## src/rtl/cic_rx_pkg.sv

```systemverilog
// Shared types and helpers for the CIC receive sequencer/scheduler.
package cic_rx_pkg;

    typedef enum logic [1:0] {
        ST_FLUSH,
        ST_SETTLE,
        ST_RUN
    } state_t;

    localparam logic [1:0] RATE_48K  = 2'd0;
    localparam logic [1:0] RATE_96K  = 2'd1;
    localparam logic [1:0] RATE_192K = 2'd2;
    localparam logic [1:0] RATE_384K = 2'd3;

    function automatic int clog2_min1(input int n);
        return (n <= 1) ? 1 : $clog2(n);
    endfunction

endpackage

```

## src/rtl/cic_rx_sched_rr_arbiter.sv

```systemverilog
// Combinational round-robin pick: first requester at or after ptr.
module rr_arbiter
    import cic_rx_pkg::*;
#(
    parameter int N  = 4,
    parameter int CW = clog2_min1(N)
) (
    input  logic [N-1:0]  req,
    input  logic [CW-1:0] ptr,
    output logic [N-1:0]  grant,
    output logic [CW-1:0] idx,
    output logic          any_grant
);

    logic [CW-1:0] cand;

    always_comb begin
        grant     = '0;
        idx       = '0;
        any_grant = 1'b0;
        cand      = '0;
        for (int i = 0; i < N; i++) begin
            cand = CW'((int'(ptr) + i) % N);
            if (!any_grant && req[cand]) begin
                any_grant   = 1'b1;
                grant[cand] = 1'b1;
                idx         = cand;
            end
        end
    end

endmodule

```

## src/rtl/cic_rx_sched.sv

```systemverilog
// Rate-change sequencer and round-robin output merger for a CIC bank.
// Optional OVERRUN_CNT_EN adds per-channel 8-bit saturating overrun counters.
module cic_rx_sched
    import cic_rx_pkg::*;
#(
    parameter int NUM_RX    = 4,
    parameter int DATA_W    = 24,
    parameter int FLUSH_CYC = 16,
    parameter int SETTLE    = 3,
    localparam int CW       = clog2_min1(NUM_RX)
) (
    input  logic                     clock,
    input  logic                     reset,
    input  logic [1:0]               rate_sel,
    output logic [1:0]               cic_rate,
    output logic                     cic_run,
    input  logic [NUM_RX-1:0]        rx_strobe,
    input  logic [NUM_RX*DATA_W-1:0] rx_data,
    output logic                     m_valid,
    input  logic                     m_ready,
    output logic [DATA_W-1:0]        m_data,
    output logic [CW-1:0]            m_chan,
    output logic [NUM_RX-1:0]        overrun,
`ifdef OVERRUN_CNT_EN
    output logic [NUM_RX*8-1:0]      overrun_cnt,
`endif
    input  logic                     overrun_clr
);

    localparam int FW = clog2_min1(FLUSH_CYC);
    localparam int SW = clog2_min1(SETTLE + 1);

    state_t              state;
    logic [FW-1:0]       fcnt;
    logic [SW-1:0]       scnt;
    logic [NUM_RX-1:0]   full;
    logic [DATA_W-1:0]   slot [NUM_RX];
    logic [CW-1:0]       ptr;
    logic [NUM_RX-1:0]   grant;
    logic [NUM_RX-1:0]   take;
    logic [NUM_RX-1:0]   cap;
    logic [NUM_RX-1:0]   ov_evt;
    logic [CW-1:0]       gidx;
    logic                any_grant;
    logic                load;
    logic                rate_chg;
    logic                go_flush;

    assign rate_chg = (rate_sel != cic_rate);
    assign go_flush = (state != ST_FLUSH) && rate_chg;
    assign load     = !m_valid || m_ready;
    assign take     = load ? grant : '0;
    assign cap      = (state == ST_RUN && !go_flush) ? rx_strobe : '0;
    assign ov_evt   = cap & full & ~take;

    rr_arbiter #(.N(NUM_RX), .CW(CW)) u_arb (
        .req       (full),
        .ptr       (ptr),
        .grant     (grant),
        .idx       (gidx),
        .any_grant (any_grant)
    );

    // New rate is applied on the same edge that freezes the decimators.
    always_ff @(posedge clock or posedge reset) begin
        if (reset) begin
            state    <= ST_FLUSH;
            fcnt     <= FW'(FLUSH_CYC - 1);
            scnt     <= '0;
            cic_run  <= 1'b0;
            cic_rate <= RATE_48K;
        end else if (go_flush) begin
            state    <= ST_FLUSH;
            fcnt     <= FW'(FLUSH_CYC - 1);
            cic_run  <= 1'b0;
            cic_rate <= rate_sel;
        end else begin
            unique case (state)
                ST_FLUSH: begin
                    cic_rate <= rate_sel;
                    if (rate_chg) begin
                        fcnt <= FW'(FLUSH_CYC - 1);
                    end else if (fcnt == '0) begin
                        state   <= ST_SETTLE;
                        scnt    <= '0;
                        cic_run <= 1'b1;
                    end else begin
                        fcnt <= fcnt - 1'b1;
                    end
                end
                ST_SETTLE: begin
                    if (rx_strobe[0]) begin
                        if (scnt == SW'(SETTLE - 1)) state <= ST_RUN;
                        else scnt <= scnt + 1'b1;
                    end
                end
                ST_RUN: ;
                default: state <= ST_FLUSH;
            endcase
        end
    end

    always_ff @(posedge clock or posedge reset) begin
        if (reset) begin
            full    <= '0;
            ptr     <= '0;
            m_valid <= 1'b0;
            m_data  <= '0;
            m_chan  <= '0;
            overrun <= '0;
        end else begin
            if (load) begin
                m_valid <= any_grant;
                if (any_grant) begin
                    m_data <= slot[gidx];
                    m_chan <= gidx;
                    ptr    <= (gidx == CW'(NUM_RX - 1)) ? '0 : gidx + 1'b1;
                end
            end
            if (go_flush) full <= '0;
            else full <= (full & ~take) | cap;
            overrun <= (overrun_clr ? '0 : overrun) | ov_evt;
        end
    end

    always_ff @(posedge clock) begin
        for (int k = 0; k < NUM_RX; k++) begin
            if (cap[k]) slot[k] <= rx_data[k*DATA_W +: DATA_W];
        end
    end

`ifdef OVERRUN_CNT_EN
    logic [7:0] ocnt [NUM_RX];

    always_ff @(posedge clock or posedge reset) begin
        if (reset) begin
            for (int k = 0; k < NUM_RX; k++) ocnt[k] <= '0;
        end else begin
            for (int k = 0; k < NUM_RX; k++) begin
                if (overrun_clr) ocnt[k] <= {7'd0, ov_evt[k]};
                else if (ov_evt[k] && ocnt[k] != 8'hFF) ocnt[k] <= ocnt[k] + 8'd1;
            end
        end
    end

    always_comb begin
        overrun_cnt = '0;
        for (int k = 0; k < NUM_RX; k++) overrun_cnt[k*8 +: 8] = ocnt[k];
    end
`endif

endmodule

```

## config.mk

```make
export PLATFORM = sky130hd
export DESIGN_NAME = cic_rx_sched
export DESIGN_NICKNAME = d
export VERILOG_FILES = /design/src/rtl/cic_rx_pkg.sv /design/src/rtl/cic_rx_sched_rr_arbiter.sv /design/src/rtl/cic_rx_sched.sv
export SDC_FILE = /design/constraint.sdc
export NUM_CORES = 1
export LEC_CHECK = 0
export CAP_MARGIN = 0
export CORE_UTILIZATION = 50
export CTS_BUF_LIST = sky130_fd_sc_hd__clkbuf_16
export CTS_CLUSTER_DIAMETER = 80
export CTS_CLUSTER_SIZE = 24
export DETAILED_ROUTE_END_ITERATION = 10
export MAX_ROUTING_LAYER = met4
export PLACE_DENSITY = 0.88
export SLEW_MARGIN = 25
export SYNTH_ARGS = -nofsm -noshare
export SYNTH_HDL_FRONTEND = slang
export SYNTH_SLANG_ARGS = --single-unit
```

## constraint.sdc

```tcl
create_clock -name clock -period 4.2 [get_ports clock]
set_input_delay 0.42 -clock clock [delete_from_list [all_inputs] [get_ports clock]]
set_output_delay 0.42 -clock clock [all_outputs]
set_load 0.01 [all_outputs]
```

# Word-level counts from Yosys, hierarchy flattened
# Memory sizes are Yosys's and may differ from the RTL's. A register that Yosys moved wholly into a read port is not among the register bits.
# Index checks and enable logic that the tools add are counted.
dict set report classes {
  add_sub_neg 6
  magnitude_cmp 8
  n_eq_ne 16
  muxes 62
  n_bitwise 10
  reduce_logical 26
}
# op count
set op_table {}
lappend op_table {{$mux W4} 12}
lappend op_table {{$mux W2} 16}
lappend op_table {{$mux W1} 24}
lappend op_table {{$or A4 B4 Y4} 5}
lappend op_table {{$ne A3 B3 Y1 const B} 5}
lappend op_table {{$and A4 B4 Y4} 3}
lappend op_table {{$lt A2 B3 Y1 const B} 4}
lappend op_table {{$ne A2 B2 Y1 const B} 5}
lappend op_table {{$logic_and A1 B1 Y1} 9}
lappend op_table {{$bmux W1 S2} 4}
lappend op_table {{$demux W1 S2} 4}
lappend op_table {{$ge A2 B1 Y1 const B} 4}
lappend op_table {{$reduce_bool A2 Y1} 4}
lappend op_table {{$add A2 B1 Y2 const B} 3}
lappend op_table {{$eq A2 B2 Y1 const B} 3}
lappend op_table {{$pmux W2 S3} 1}
lappend op_table {{$reduce_and A6 Y1} 1}
lappend op_table {{$logic_not A1 Y1} 5}
lappend op_table {{$reduce_and A5 Y1} 1}
lappend op_table {{$add A2 B2 Y2 const B} 2}
lappend op_table {{$logic_not A4 Y1} 1}
lappend op_table {{$not A4 Y4} 1}
lappend op_table {{$pmux W2 S2} 1}
lappend op_table {{$reduce_and A2 Y1} 2}
lappend op_table {{other kinds (8)} 8}
dict set report word_totals {
  reg_bits 24
  ram_bits 96
  in_bits 106
  elab_cells 139
  n_memories 1
}
# memory depth word_bits rd rd_ports_with_merged_regs write_ports line
set mem_list {}
lappend mem_list {slot 4 24 1 1 4 cic_rx_sched.sv:37} ;# logic [DATA_W-1:0] slot [NUM_RX];

# Longest topological paths before layout
dict set report logic_depth {
  depth_word 17
  ltp_mapped 13
}

# Cells and area by module
# Synthesis repeated with hierarchy kept, for this count alone.
dict set report unflattened {
  cells_unflattened 340
  hier_area_um2 6008.3
}
# module n_inst cells_per_inst area_each_um2
set by_module_without_submodules {}
lappend by_module_without_submodules {cic_rx_sched 1 295 5589.1}
lappend by_module_without_submodules {rr_arbiter 1 45 419.2}

# Least setup slack after synthesis
# OpenSTA, ideal clock, no wires.
dict set report synth_timing {
  kind {reg-to-reg}
  start {register ptr[0]}
  end {register m_data[8] (read register of slot)}
  setup_time_ns 0.135
  t_arrival_ns 2.986
  required_time_ns 4.065
  setup_slack_ns 1.079
  path_stages_with_launch 12
  path_buffers 3
  period_less_slack_ns 3.121
  cell_sequence {dfrtp_1 -> buf_2 -> inv_1 -> ha_1 -> buf_2 -> mux4_2 -> nor2b_1 -> o21ai_2 -> buf_4 -> and3_1 -> a211oi_2 -> o31ai_1}
}
dict set report synth_via {
  elab_chain_len 13
}
# item line
set synth_rtl {}
lappend synth_rtl {{start, declared} cic_rx_sched.sv:38} ;# logic [CW-1:0] ptr;
lappend synth_rtl {{start signal, assigned} cic_rx_sched.sv:117} ;# ptr <= (gidx == CW'(NUM_RX - 1)) ? '0 : gidx + 1'b1;
lappend synth_rtl {{branches (longest 13 deep; another with $add A2 B1 Y2)} --}
lappend synth_rtl {{end, declared} cic_rx_sched.sv:21} ;# output logic [DATA_W-1:0] m_data,
# Parallel ways; which one is timed is not known. The select of a mux whose other input is x is not followed.
# A chain may end at the register's enable or synchronous reset.

# Worst setup path after layout
dict set report layout_timing {
  start {register ptr[1]}
  end {register m_data[2] (read register of slot)}
}
# Same word-level chain as after synthesis.

==> reports/metrics.yaml <==
outcome: "finished clean"
synth_flop_cell: "edfxtp_1"
ys_ff_latch: 144
syn_nets: 568
clk_latency_ns: 0.42
drt_wl_total_mm: 15.9
ant_nets: 0
ff2ff_setup_slack_ns: 0.55
final_cells: 769
cts_hold_buf: 0
holdWs_ns: 0.478
dp_cells: 736
core-area_sq_um: 12100
grt_max_degree: 49
fp-row-count: 40
synth-async-reset-ratio_pct: 33.3
synth_cell_type_count: 49
post_cts_resize_count: 0
worstRegToRegCells: 7
clk_pin_slew_ns: 0.06
first_iter_violations: 619
critical_path_arrival_ns: 3.89
nNetsFinal: 703
rsz0062_at_grt: "false"
synthesis.area_sq_um: 6240
power_leakage_nw: 3.13
cpMaxStageDelayCell: "mux4_2"
tritoncts: "yes"
cts_sinks: 144
finalSetupViolations: 0
io_pins: 140
startpoint_type: "flip-flop"
worstPathCellList: "inv_1 -> ha_1 -> mux4_2 -> nor4_1 -> nor2b_1 -> nand2_1 -> o211ai_1"
synth-edff-count: 96
syn_avg_cell_area_sq_um: 13.8
max_stage_delay_ns: 0.66
hpwlAfterDp_mm: 10.6
layout-drive-gt1-share_pct: 10.0
min_period_ns: 3.65
grt_usage_pct: 26.7
grt_overflow: 0
setup_tns_ns: 0
die_w_microns: 114
hp-class: "in -> async"
fin_skew_ns: 0.0117
p_per_area_nw_per_um2: 639
grt_pass1_vias: 4709
tightest_slew_ns: 0.922
grt_pass1_wl_mm: 24.6
vias_per_cell: 5.82
die_h_microns: 114
crit_required_ns: 4.45
critical_path.max_fanout: 17
synthToLayoutAreaGrowth_pct: 33.8
antenna_found_initial: 1
vias: 4474
fin_crit_sh_pct: 86.8
endpoint_kind: "flip-flop"
max_freq_ghz: 0.274
ys_seq_area_share_pct: 65.5
avgRoutedWirePerCell_microns: 20.7
clock_path_buffers: 2
postCtsSetupRepairBufs: 0
timing_worst_setup_path_type: "reg -> reg"
hold_viol_final: 0
synth-warning-count: 0
maxCapViolCount: 0
cts-htree-levels: 4
gp_congestion: 0.902
synthCells: 452
final_max_slew_viol_count: 0
drc_errors: 0
dieArea_sq_um: 12900
cts_buffers: 17
slew_headroom_pct: 36.8
utilization_pct: 68.9
firstDrtPassIters: 5
io_buffers: 139
finalPower_w: 0.00533
initial_core_util_pct: 51.5
cts-root-buf: "clkbuf_16"
ir_drop_uv: 391
power by group:
group          internal [W]  switching [W]  total (W)
Sequential          0.00167       0.000120    0.00179
Combinational      0.000846        0.00111    0.00196
Clock              0.000991       0.000587    0.00158
synth_stat cells, drive strengths merged, types with 7 or more instances:
cell type / instances / area [sq um]
o21ai: 23 / 123
and3: 7 / 43.8
nand3: 17 / 85.1
a211oi: 8 / 70.1
a21oi: 11 / 55.1
inv: 11 / 41.3
a221o: 7 / 70.1
o31ai: 10 / 75.1
edfxtp: 96 / 2880
clkbuf: 13 / 51.3
nand2: 45 / 185
dfrtp: 44 / 1100
mux2i: 22 / 220
o211ai: 23 / 173
buf: 17 / 134
ha: 10 / 125
a22o: 9 / 78.8
a21o: 17 / 128
sequential cells by signal (all words and copies together) (netlist names):
name,cells
m_data,24
cic_run,1
slot,96
ptr,2
scnt,2
cic_rate,2
state,2
full,4
m_chan,2
m_valid,1
fcnt,4
overrun,4
area by class of cell:
cell class / instances / area (sq um)
flip-flops and latches: 144 / 4090
fillers: 833 / 3760
multi-input cells: 267 / 1940
repair buffers: 146 / 1440
clock buffers: 17 / 425
well taps: 168 / 210
clock inverters: 15 / 191
inverters: 11 / 42.5
diodes: 1 / 2.50
worst max-delay path, delay by kind of cell (launching register included):
family,cells,cell delay (ns)
buffers and inverters,1,0.16
flip-flops,1,0.55
adder cells (fa/ha/maj),1,0.50
AO/OA/AOI/OAI,1,0.25
AND/OR/NAND/NOR,3,1.37
multiplexers,1,0.66
routing by layer:
| layer | GRT usage (%) | routed length (microns) | up-vias |
|---|---|---|---|
| li1 | - | - | 2001 |
| met1 | 32.0 | 6200 | 2196 |
| met2 | 44.8 | 8300 | 251 |
| met3 | 4.46 | 1050 | 26 |
| met4 | 11.5 | 388 | 0 |
| met5 | - | 0 | - |
layout by cell type, fill, tap and decap left out, types with 7 or more instances in the layout:
cell,synthesis,routed
a21oi_1,11,11
nand3_1,17,17
inv_1,11,10
ha_1,10,10
buf_4,1,7
dfrtp_1,44,44
o31ai_1,10,10
o21ai_0,21,21
edfxtp_1,96,96
mux2i_1,22,22
and3_1,7,7
o211ai_1,23,23
a22o_1,9,9
clkbuf_16,0,17
a221o_1,7,7
nand2_1,44,44
a21o_1,17,17
clkdlybuf4s50_1,0,139
stage by stage:
| step | setup WS (ns) | cell area (sq um) |
|---|---|---|
| floorplan | 1.08 | 6240 |
| global placement | 0.750 | 7710 |
| detailed placement | 0.630 | 7710 |
| CTS | 0.566 | 8330 |
| global route | 0.285 | 8350 |
| finish | 0.553 | 8350 |
worst paths after layout:
| kind | to | start |
|---|---|---|
| min in group clock | cic_rate[0]$_DFFE_PP0P_ | rate_sel[0] |
| hold reg to reg | overrun[1]$_DFF_PP0_ | overrun[1]$_DFF_PP0_ |
| max in group asynchronous | m_chan[0]$_DFFE_PP0P_ | reset |
| hold / removal | scnt[0]$_DFFE_PP0P_ | reset |
| setup / recovery | m_data[2]$_DFFE_PP0P_ | ptr[1]$_DFFE_PP0P_ |
| setup reg to reg | m_data[2]$_DFFE_PP0P_ | ptr[1]$_DFFE_PP0P_ |
cell families after synthesis:
family	count (synthesis)	share of synthesized area, %
compound gates	126	15.0
xor+xnor	5	0.702
fa+ha+maj	10	2.01
buf+inv	41	3.63
flops	144	65.5
mux	29	5.52
simple gates	97	7.60
Power figures use the tool's default switching activity.
